## src/rtl/bcd_display_ctrl_if.sv

```systemverilog
// Bus between the binary result source and the BCD display controller.
// The master side (application datapath or bench) drives the request and the
// blanking option. The slave side (the controller) returns the handshake, the
// BCD result and the multiplexed display drive.
interface bcd_display_ctrl_if #(
  parameter int BIN_W = 13
);
  logic [BIN_W-1:0] value;
  logic             load;
  logic             blank_lz;
  logic             busy;
  logic             done;
  logic [3:0]       bcd0;
  logic [3:0]       bcd1;
  logic [3:0]       bcd2;
  logic [3:0]       bcd3;
  logic [3:0]       an;
  logic [3:0]       digit;

  modport master (
    output value, load, blank_lz,
    input  busy, done, bcd0, bcd1, bcd2, bcd3, an, digit
  );

  modport slave (
    input  value, load, blank_lz,
    output busy, done, bcd0, bcd1, bcd2, bcd3, an, digit
  );
endinterface

```

## src/rtl/bcd_display_ctrl.sv

```systemverilog
// Binary to BCD converter (double dabble, one shift per clock) feeding a
// multiplexed 4-digit 7-segment display scanner with leading-zero blanking.
// The last shift writes the shift register and the BCD output registers on the
// same edge, so the outputs only ever change from one full result to the next.
module bcd_display_ctrl #(
  parameter int BIN_W    = 13,
  parameter int SCAN_DIV = 50000
) (
  input logic               clk,
  input logic               rst_n,
  bcd_display_ctrl_if.slave bus
);

  localparam int BCD_W = 16;
  localparam int SR_W  = BCD_W + BIN_W;
  localparam int CNT_W = $clog2(SCAN_DIV);

  localparam logic [3:0]       LAST_SHIFT = 4'(BIN_W - 1);
  localparam logic [CNT_W-1:0] SCAN_LAST  = CNT_W'(SCAN_DIV - 1);

  typedef enum logic {
    IDLE,
    SHIFT
  } state_t;

  // Conversion state
  state_t            state_reg, state_next;
  logic [SR_W-1:0]   sr_reg, sr_next;
  logic [3:0]        cnt_reg, cnt_next;
  logic              done_reg, done_next;
  logic              bcd_load;
  logic [3:0][3:0]   bcd_reg;

  // Add-3 correction applied to every BCD nibble, then the left shift
  logic [SR_W-1:0]   sr_adj;
  logic [SR_W-1:0]   sr_shift;
  logic              unused_sr_top;

  // Display scan state
  logic [CNT_W-1:0]  scan_cnt_reg;
  logic [1:0]        scan_idx_reg;
  logic [3:0]        an_reg;
  logic [3:0]        digit_reg;
  logic              scan_wrap;
  logic [1:0]        scan_idx_next;
  logic [3:0]        an_next;
  logic [3:0]        zero_from;
  logic [3:0]        blank_mask;

  genvar gi;

  // Nibbles >= 5 get +3 so the following shift carries correctly into the next decade
  generate
    for (gi = 0; gi < 4; gi++) begin : g_add3
      logic [3:0] nib;
      assign nib = sr_reg[BIN_W + 4*gi +: 4];
      assign sr_adj[BIN_W + 4*gi +: 4] = (nib >= 4'd5) ? nib + 4'd3 : nib;
    end
  endgenerate

  assign sr_adj[BIN_W-1:0] = sr_reg[BIN_W-1:0];
  assign sr_shift          = {sr_adj[SR_W-2:0], 1'b0};
  // The top bit shifted out is always zero for inputs up to 8191
  assign unused_sr_top     = sr_adj[SR_W-1];

  // Conversion FSM register stage
  always_ff @(posedge clk or negedge rst_n) begin
    if (!rst_n) begin
      state_reg <= IDLE;
      sr_reg    <= '0;
      cnt_reg   <= '0;
      done_reg  <= 1'b0;
      bcd_reg   <= '0;
    end else begin
      state_reg <= state_next;
      sr_reg    <= sr_next;
      cnt_reg   <= cnt_next;
      done_reg  <= done_next;
      if (bcd_load) begin
        bcd_reg <= sr_shift[SR_W-1 -: BCD_W];
      end
    end
  end

  // Conversion FSM next state: accept a load in IDLE, shift BIN_W times in SHIFT
  always_comb begin
    state_next = state_reg;
    sr_next    = sr_reg;
    cnt_next   = cnt_reg;
    done_next  = 1'b0;
    bcd_load   = 1'b0;
    case (state_reg)
      IDLE: begin
        if (bus.load) begin
          sr_next    = {{BCD_W{1'b0}}, bus.value};
          cnt_next   = 4'd0;
          state_next = SHIFT;
        end
      end
      SHIFT: begin
        sr_next  = sr_shift;
        cnt_next = cnt_reg + 4'd1;
        if (cnt_reg == LAST_SHIFT) begin
          bcd_load   = 1'b1;
          done_next  = 1'b1;
          state_next = IDLE;
        end
      end
      default: begin
        state_next = IDLE;
      end
    endcase
  end

  // A digit above the units is blank when it and every higher digit are zero
  generate
    for (gi = 1; gi < 4; gi++) begin : g_blank
      assign zero_from[gi]  = (bcd_reg[3:gi] == '0);
      assign blank_mask[gi] = bus.blank_lz & zero_from[gi];
    end
  endgenerate

  assign zero_from[0]  = 1'b0;
  assign blank_mask[0] = 1'b0;

  // Next scan slot and its anode pattern, computed from the registered result
  always_comb begin
    scan_wrap     = (scan_cnt_reg == SCAN_LAST);
    scan_idx_next = scan_idx_reg + 2'd1;
    an_next       = ~(4'b0001 << scan_idx_next);
    if (blank_mask[scan_idx_next]) begin
      an_next = 4'b1111;
    end
  end

  // Free-running scan: each digit stays active for SCAN_DIV clocks
  always_ff @(posedge clk or negedge rst_n) begin
    if (!rst_n) begin
      scan_cnt_reg <= '0;
      scan_idx_reg <= 2'd0;
      an_reg       <= 4'b1110;
      digit_reg    <= 4'd0;
    end else if (scan_wrap) begin
      scan_cnt_reg <= '0;
      scan_idx_reg <= scan_idx_next;
      an_reg       <= an_next;
      digit_reg    <= bcd_reg[scan_idx_next];
    end else begin
      scan_cnt_reg <= scan_cnt_reg + CNT_W'(1);
    end
  end

  assign bus.busy  = (state_reg == SHIFT);
  assign bus.done  = done_reg;
  assign bus.bcd0  = bcd_reg[0];
  assign bus.bcd1  = bcd_reg[1];
  assign bus.bcd2  = bcd_reg[2];
  assign bus.bcd3  = bcd_reg[3];
  assign bus.an    = an_reg;
  assign bus.digit = digit_reg;

endmodule

```

## src/flat_wrapper.sv

```systemverilog
// flat-port wrapper written by rule: the top's interface ports become plain ports
module bcd_display_ctrl_flat 
#(
  parameter int BIN_W    = 13,
  parameter int SCAN_DIV = 50000
)
  (clk, rst_n, bus_value, bus_load, bus_blank_lz, bus_busy, bus_done, bus_bcd0, bus_bcd1, bus_bcd2, bus_bcd3, bus_an, bus_digit);
  bcd_display_ctrl_if #(.BIN_W(BIN_W)) bus_i ();
  input logic clk;
  input logic rst_n;
  input wire logic [$bits(bus_i.value)-1:0] bus_value;
  input wire logic [$bits(bus_i.load)-1:0] bus_load;
  input wire logic [$bits(bus_i.blank_lz)-1:0] bus_blank_lz;
  output wire logic [$bits(bus_i.busy)-1:0] bus_busy;
  output wire logic [$bits(bus_i.done)-1:0] bus_done;
  output wire logic [$bits(bus_i.bcd0)-1:0] bus_bcd0;
  output wire logic [$bits(bus_i.bcd1)-1:0] bus_bcd1;
  output wire logic [$bits(bus_i.bcd2)-1:0] bus_bcd2;
  output wire logic [$bits(bus_i.bcd3)-1:0] bus_bcd3;
  output wire logic [$bits(bus_i.an)-1:0] bus_an;
  output wire logic [$bits(bus_i.digit)-1:0] bus_digit;
  assign bus_i.value = bus_value;
  assign bus_i.load = bus_load;
  assign bus_i.blank_lz = bus_blank_lz;
  assign bus_busy = bus_i.busy;
  assign bus_done = bus_i.done;
  assign bus_bcd0 = bus_i.bcd0;
  assign bus_bcd1 = bus_i.bcd1;
  assign bus_bcd2 = bus_i.bcd2;
  assign bus_bcd3 = bus_i.bcd3;
  assign bus_an = bus_i.an;
  assign bus_digit = bus_i.digit;
  bcd_display_ctrl #(.BIN_W(BIN_W), .SCAN_DIV(SCAN_DIV)) u_core (.clk(clk), .rst_n(rst_n), .bus(bus_i));
endmodule
```

## config.mk

```make
export PLATFORM = sky130hd
export DESIGN_NAME = bcd_display_ctrl_flat
export DESIGN_NICKNAME = d
export VERILOG_FILES = /design/src/rtl/bcd_display_ctrl_if.sv /design/src/rtl/bcd_display_ctrl.sv /design/src/flat_wrapper.sv
export SDC_FILE = /design/constraint.sdc
export NUM_CORES = 1
export LEC_CHECK = 0
export ABC_CLOCK_PERIOD_IN_PS = 2500
export CORE_MARGIN = 2
export CORE_UTILIZATION = 30
export CTS_CLUSTER_DIAMETER = 40
export DETAILED_ROUTE_END_ITERATION = 16
export GPL_TIMING_DRIVEN = 0
export SLEW_MARGIN = 10
export SYNTH_ARGS = -nofsm -noshare
export SYNTH_HDL_FRONTEND = slang
export SYNTH_SLANG_ARGS = --single-unit
```

## constraint.sdc

```tcl
create_clock -name clk -period 2.5 [get_ports clk]
set_clock_uncertainty 0.15 [all_clocks]
set_input_delay 0.5 -clock clk [delete_from_list [all_inputs] [get_ports clk]]
set_output_delay 0.5 -clock clk [all_outputs]
set_load 0.03 [all_outputs]
```

==> run summary, run 1 <==
Boundary Pins: 43
largest net degree at the start of global routing: 59
# port buffers: 41
vias in the first global route: 2717
synthesized area: 3790 µm²
Residual DRC: 0
Synth area leader: dfrtp_1
Die Area: 13500 µm²
CTS max path bufs: 2
Core Rows: 41
status: finished clean
reg-to-reg setup timing slack: 260 ps
cts bufs inserted: 9
clock sink total: 77
H-tree level count: 3
Worst Setup Path Type: reg -> reg
worst skew pair latency: 330 ps
worst r2r path cells: 4
routability cong.: 0.781
drt pass-1 iters: 4
CTS tree: built
n_diodes: 0
grt ovf: 0
initial DRC count: 175
hold depth: 1
fin crit share: 89.8%
post-cts repair resize count: 0
die height: 116 µm
Root Buffer: clkbuf_16
synthesized area per cell: 10.7 µm²
pwr dens: 1050 nW/µm²
max FFs per register: 29
ratio of cells with drive above 1 in the final layout: 8.05%
Hold Vio Cnt, Final: 0
Synth top area share: 48.9%
setup TNS: 0 ps
non-filler instance count after layout: 582
min-delay src: u_core.cnt_reg[3]
Top FF cell, synth: dfrtp_1
most common cell in the netlist: dfrtp_1
VDD IR max: 0.507 mV
vias per std cell: 4.65
pre-CTS WS: 81.5 ps
via count: 2705
Worst Hold Class: reg -> reg
synth cell count leaders: dfrtp_1 (74), nand2_1 (40), o21ai_0 (39), mux2i_1 (28), nand2b_1 (18)
total nets after synthesis: 385
# placed instances: 567
fin crit period: 2240 ps
synth warn: 0
RSZ-0062 raised after global routing: no
Worst setup EP type: flop
clock-pin slew on the worst setup and hold paths: 60 ps
Arrival @ worst endpoint: 2310 ps
Distinct cells, synth: 36
area grow syn2layout: 24.4%
Max Slew Vio Count: 0
end of the worst hold path: u_core.cnt_reg[3]
crit-path max FO: 9
cell count after synthesis: 353
dpl hpwl: 5.80 mm
number of synthesized flops with an enable pin: 0
final setup violation count: 0
ys async rst share: 100%
Worst setup SP type: flop
Max-slew headroom: 50.7%
register area share after synthesis: 51.0%
Tightest Pin Transition: 739 ps
Post-layout nets: 438
Worst Slack Setup Final: 256 ps
Max-cap violations: 0
Reg-to-Reg End: u_core.bus.digit[3]
Initial Util: 30.4%
R2R Path Start: u_core.scan_idx_reg[0]
drt wl/cell: 13.6 µm
post-CTS setup buffer count: 0
ANT nets after route: 0
GRT Util Overall: 13.0%
leak pwr: 2.12 nW
top cells by area, synth: dfrtp_1 (49%), mux2i_1 (7.4%), o21ai_0 (5.2%), ha_1 (5.0%), nand2_1 (4.0%)
global-route wire length before repair: 13.6 mm
Die Span X: 116 µm
final core utilization: 37.8%
core box area: 12500 µm²
drt total wl: 7.94 mm
Yosys reg bits: 77
Max Clk Rate: 446 MHz
initial antenna violation count: 0
worst path required time: 2570 ps
per-layer routing:
layer | track usage [%] | part of all wire [%] | vias up
li1 | - | - | 1335
met1 | 17.3 | 48 | 1319
met2 | 20.5 | 47 | 45
met3 | 3.89 | 3.7 | 6
met4 | 4.05 | 0.74 | 0
met5 | 0 | 0 | -
cell type report:
| type | count | area [µm²] |
|---|---|---|
| Fill cell | 1212 | 7750 |
| Sequential cell | 77 | 1930 |
| Multi-Input combinational cell | 247 | 1740 |
| Timing Repair Buffer | 43 | 445 |
| Clock buffer | 11 | 243 |
| Tap cell | 172 | 215 |
| Buffer | 14 | 61.3 |
| Inverter | 14 | 52.6 |
| Clock inverter | 4 | 25.0 |
worst max path at each step:
stage                                       from  cells past startpoint                  end  slack, ps
after floorplan           u_core.scan_idx_reg[0]                      5  u_core.bus.digit[3]        300
after global placement                     rst_n                      1     u_core.sr_reg[3]      -1940
after detailed placement  u_core.scan_idx_reg[0]                      5  u_core.bus.digit[3]         80
after CTS                 u_core.scan_idx_reg[0]                      5  u_core.bus.digit[3]         60
after global routing      u_core.scan_idx_reg[0]                      4  u_core.bus.digit[3]         90
final                     u_core.scan_idx_reg[0]                      4  u_core.bus.digit[3]        260
where the power goes:
part	internal (mW)	total [mW]	switching [mW]
Combinational	0.815	1.82	1.01
Clock	0.690	1.18	0.491
Sequential	1.60	1.95	0.351
Total	3.10	4.96	1.85
kinds of logic (layout without fill, tap and decap cells):
family	Yosys count	after routing	synth area share, %
AOI/OAI and AO/OA	58	58	7.96
xor gates and xnor gates	16	16	3.70
adders and majority gates	15	15	4.96
buffers and inverters	29	86	3.11
DFF	77	77	51.0
muxes	41	41	12.5
and+or+nand+nor	117	117	16.8
critical path: stages, from the launching register on:
cell     delay [ps]
dfrtp_1         560
inv_1           150
ha_1            440
mux4_2          550
mux2_2          280
per-stage QoR:
step	hold WS, ps	power (mW)	instance area [µm²]
after floorplan	54.4	3.14	3790
after global placement	312	3.74	4410
after detailed placement	255	3.82	4440
after CTS	325	5.03	4710
after global routing	364	5.34	4710
final	320	4.96	4710
placed cells by master (no fill, tap or decap), types with 10 or more instances in the layout:
cell,count
nor3b_1,11
o21ai_0,39
nand2b_1,18
dfrtp_1,74
mux2i_1,28
nor2_1,13
clkbuf_1,12
ha_1,15
a21oi_1,13
inv_1,14
nand3_1,10
clkdlybuf4s50_1,40
nand2_1,40
repair_timing:
item	4_1_cts	5_1_grt
endpoints found under the hold margin	16	0
endpoints found under the setup margin	0	1
hold buffers	1	0
No activity file was read; power rests on OpenSTA's default activity.
==> inputs of run 2 (changes only) <==
--- a/config.mk
+++ b/config.mk
@@ -11,6 +11,7 @@
 export CTS_CLUSTER_DIAMETER = 40
 export DETAILED_ROUTE_END_ITERATION = 16
 export GPL_TIMING_DRIVEN = 0
+export PLACE_DENSITY = 0.57
 export SLEW_MARGIN = 10
 export SYNTH_ARGS = -nofsm -noshare
 export SYNTH_HDL_FRONTEND = slang
==> run summary, run 2 (same netlist as run 1, synthesis figures left out) <==
cts bufs inserted: 9 (unchanged)
WHS: 333 ps (was 320 ps)
dpl hpwl: 6.23 mm (was 5.80 mm)
area grow syn2layout: 25.0% (was 24.4%)
R2R Path Start: u_core.scan_idx_reg[0] (unchanged)
Post-layout nets: 438 (unchanged)
Crit. Startpoint: u_core.scan_idx_reg[0] (unchanged)
fin crit period: 2240 ps (about the same)
vias per std cell: 4.73 (was 4.65)
worst skew pair latency: 340 ps (was 330 ps)
Reg-to-Reg End: u_core.bus.digit[3] (unchanged)
Worst Hold Class: reg -> reg (unchanged)
ANT nets after route: 0 (unchanged)
leak pwr: 2.14 nW (was 2.12 nW)
crit path to: u_core.bus.digit[3] (unchanged)
initial DRC count: 144 (was 175)
drt wl/cell: 14.7 µm (was 13.6 µm)
Die Span X: 116 µm (unchanged)
Max Clk Rate: 447 MHz (was 446 MHz)
drt total wl: 8.55 mm (was 7.94 mm)
Arrival @ worst endpoint: 2310 ps (about the same)
die height: 116 µm (unchanged)
# port buffers: 41 (unchanged)
VDD IR max: 0.512 mV (was 0.507 mV)
Worst setup SP type: flop (unchanged)
Worst Setup Path Type: reg -> reg (unchanged)
Tightest Pin Transition: 727 ps (was 739 ps)
Max Slew Vio Count: 0 (unchanged)
Die Area: 13500 µm² (unchanged)
Initial Util: 30.4% (unchanged)
worst r2r path cells: 4 (unchanged)
ratio of cells with drive above 1 in the final layout: 8.52% (was 8.05%)
Power Internal: 3.18 mW (was 3.10 mW)
crit-path max FO: 9 (unchanged)
Root Buffer: clkbuf_16 (unchanged)
Worst Slack Setup Final: 261 ps (was 256 ps)
clock sink total: 77 (unchanged)
Max-slew headroom: 51.5% (was 50.7%)
most frequent cells in the layout: dfrtp_1 (74), nand2_1 (40), clkdlybuf4s50_1 (40) (unchanged)
fin crit share: 89.6% (was 89.8%)
Worst setup EP type: flop (unchanged)
most common cell after layout, fill and taps aside: dfrtp_1 (unchanged)
H-tree level count: 3 (unchanged)
vias in the first global route: 2757 (was 2717)
CTS max path bufs: 2 (unchanged)
drt pass-1 iters: 4 (unchanged)
Max-cap violations: 0 (unchanged)
sequential share of power: 38.3% (was 39.4%)
pre-CTS WS: 95.3 ps (was 81.5 ps)
routability cong.: 0.788 (was 0.781)
Hold Vio Cnt, Final: 0 (unchanged)
Boundary Pins: 43 (unchanged)
core box area: 12500 µm² (unchanged)
pwr dens: 1070 nW/µm² (was 1050 nW/µm²)
CTS tree: built (unchanged)
via count: 2758 (was 2705)
clock group share of total power: 25.3% (was 23.8%)
RSZ-0062 raised after global routing: no (unchanged)
combinational share of power: 36.4% (was 36.8%)
n_diodes: 0 (unchanged)
Residual DRC: 0 (unchanged)
largest net degree at the start of global routing: 48 (was 59)
global-route wire length before repair: 14.1 mm (was 13.6 mm)
Core Rows: 41 (unchanged)
hold depth: 2 (was 1)
reg-to-reg setup timing slack: 260 ps (about the same)
Sw Pwr: 1.91 mW (was 1.85 mW)
grt ovf: 0 (unchanged)
worst path required time: 2570 ps (about the same)
GRT Util Overall: 13.6% (was 13.0%)
status: finished clean (unchanged)
final setup violation count: 0 (unchanged)
switching share of power: 37.5% (was 37.4%)
clock-pin slew on the worst setup and hold paths: 60 ps (about the same)
max FFs per register: 29 (unchanged)
post-CTS setup buffer count: 0 (unchanged)
initial antenna violation count: 0 (unchanged)
run 2: cell types whose count changed in the layout (fill, tap and decap cells not counted):
cell	change
clkbuf_8	-1
clkbuf_1	-1
clkinv_2	+2
clkinvlp_4	-1
bufinv_16	+1
clkinv_4	+1
run 2: layout make-up:
type,count,area [µm²]
clock inverter,7,66.3
inverter,14,52.6
clock buffer,9,225
sequential,77,1930
multi-input combinational,247,1740
tap,172,215
timing repair buffer,43,445
buffer,14,61.3
fill,1243,7730
run 2: per-stage QoR:
stage	std cells	setup TNS, ps	area, µm²	power (mW)	util (%)
final	583	0	4730	5.09	38.0
after global routing	583	0	4730	5.45	38.0
after CTS	584	0	4740	5.14	38.0
after detailed placement	567	0	4440	3.83	35.6
after global placement	566	-151730	4410	3.75	35.4
after floorplan	353	0	3790	3.14	-
run 2: power by group through the flow:
stage	Sequential [mW]	Clock, mW	Combinational (mW)
after floorplan	2.08	0	1.06
after global placement	1.95	0	1.80
after detailed placement	1.97	0	1.86
after CTS	1.95	1.32	1.88
after global routing	2.00	1.37	2.07
final	1.95	1.29	1.85
run 2: what timing repair did:
action                                  4_1_cts  5_1_grt
gates resized for setup                       0        0
hold buffers                                  1        0
hold endpoints to repair                     27        0
endpoints found under the setup margin        0        1
run 2: routing by layer:
layer  vias up  part of all wire [%]  wire (µm)  track usage (%)
met5         -                     0          0                0
met4         0                   1.0         87             4.13
met3        11                   4.6        389             4.31
met2        52                    46       3930             21.1
met1      1358                    48       4140             18.2
li1       1337                     -          -                -
run 2: worst max-delay path: stages (launching register included):
cell	delay, ps
dfrtp_1	560
inv_1	160
ha_1	440
mux4_2	540
mux2_2	270
run 2: how the worst min path moves through the flow:
stage / start / end / slack, ps
after floorplan: rst_n / u_core.bus.an[0] / 50
after global placement: u_core.sr_reg[10] / u_core.sr_reg[11] / 320
after detailed placement: rst_n / u_core.scan_cnt_reg[10] / 320
after CTS: u_core.cnt_reg[3] / u_core.cnt_reg[3] / 330
after global routing: u_core.cnt_reg[3] / u_core.cnt_reg[3] / 350
final: u_core.sr_reg[11] / u_core.sr_reg[12] / 330
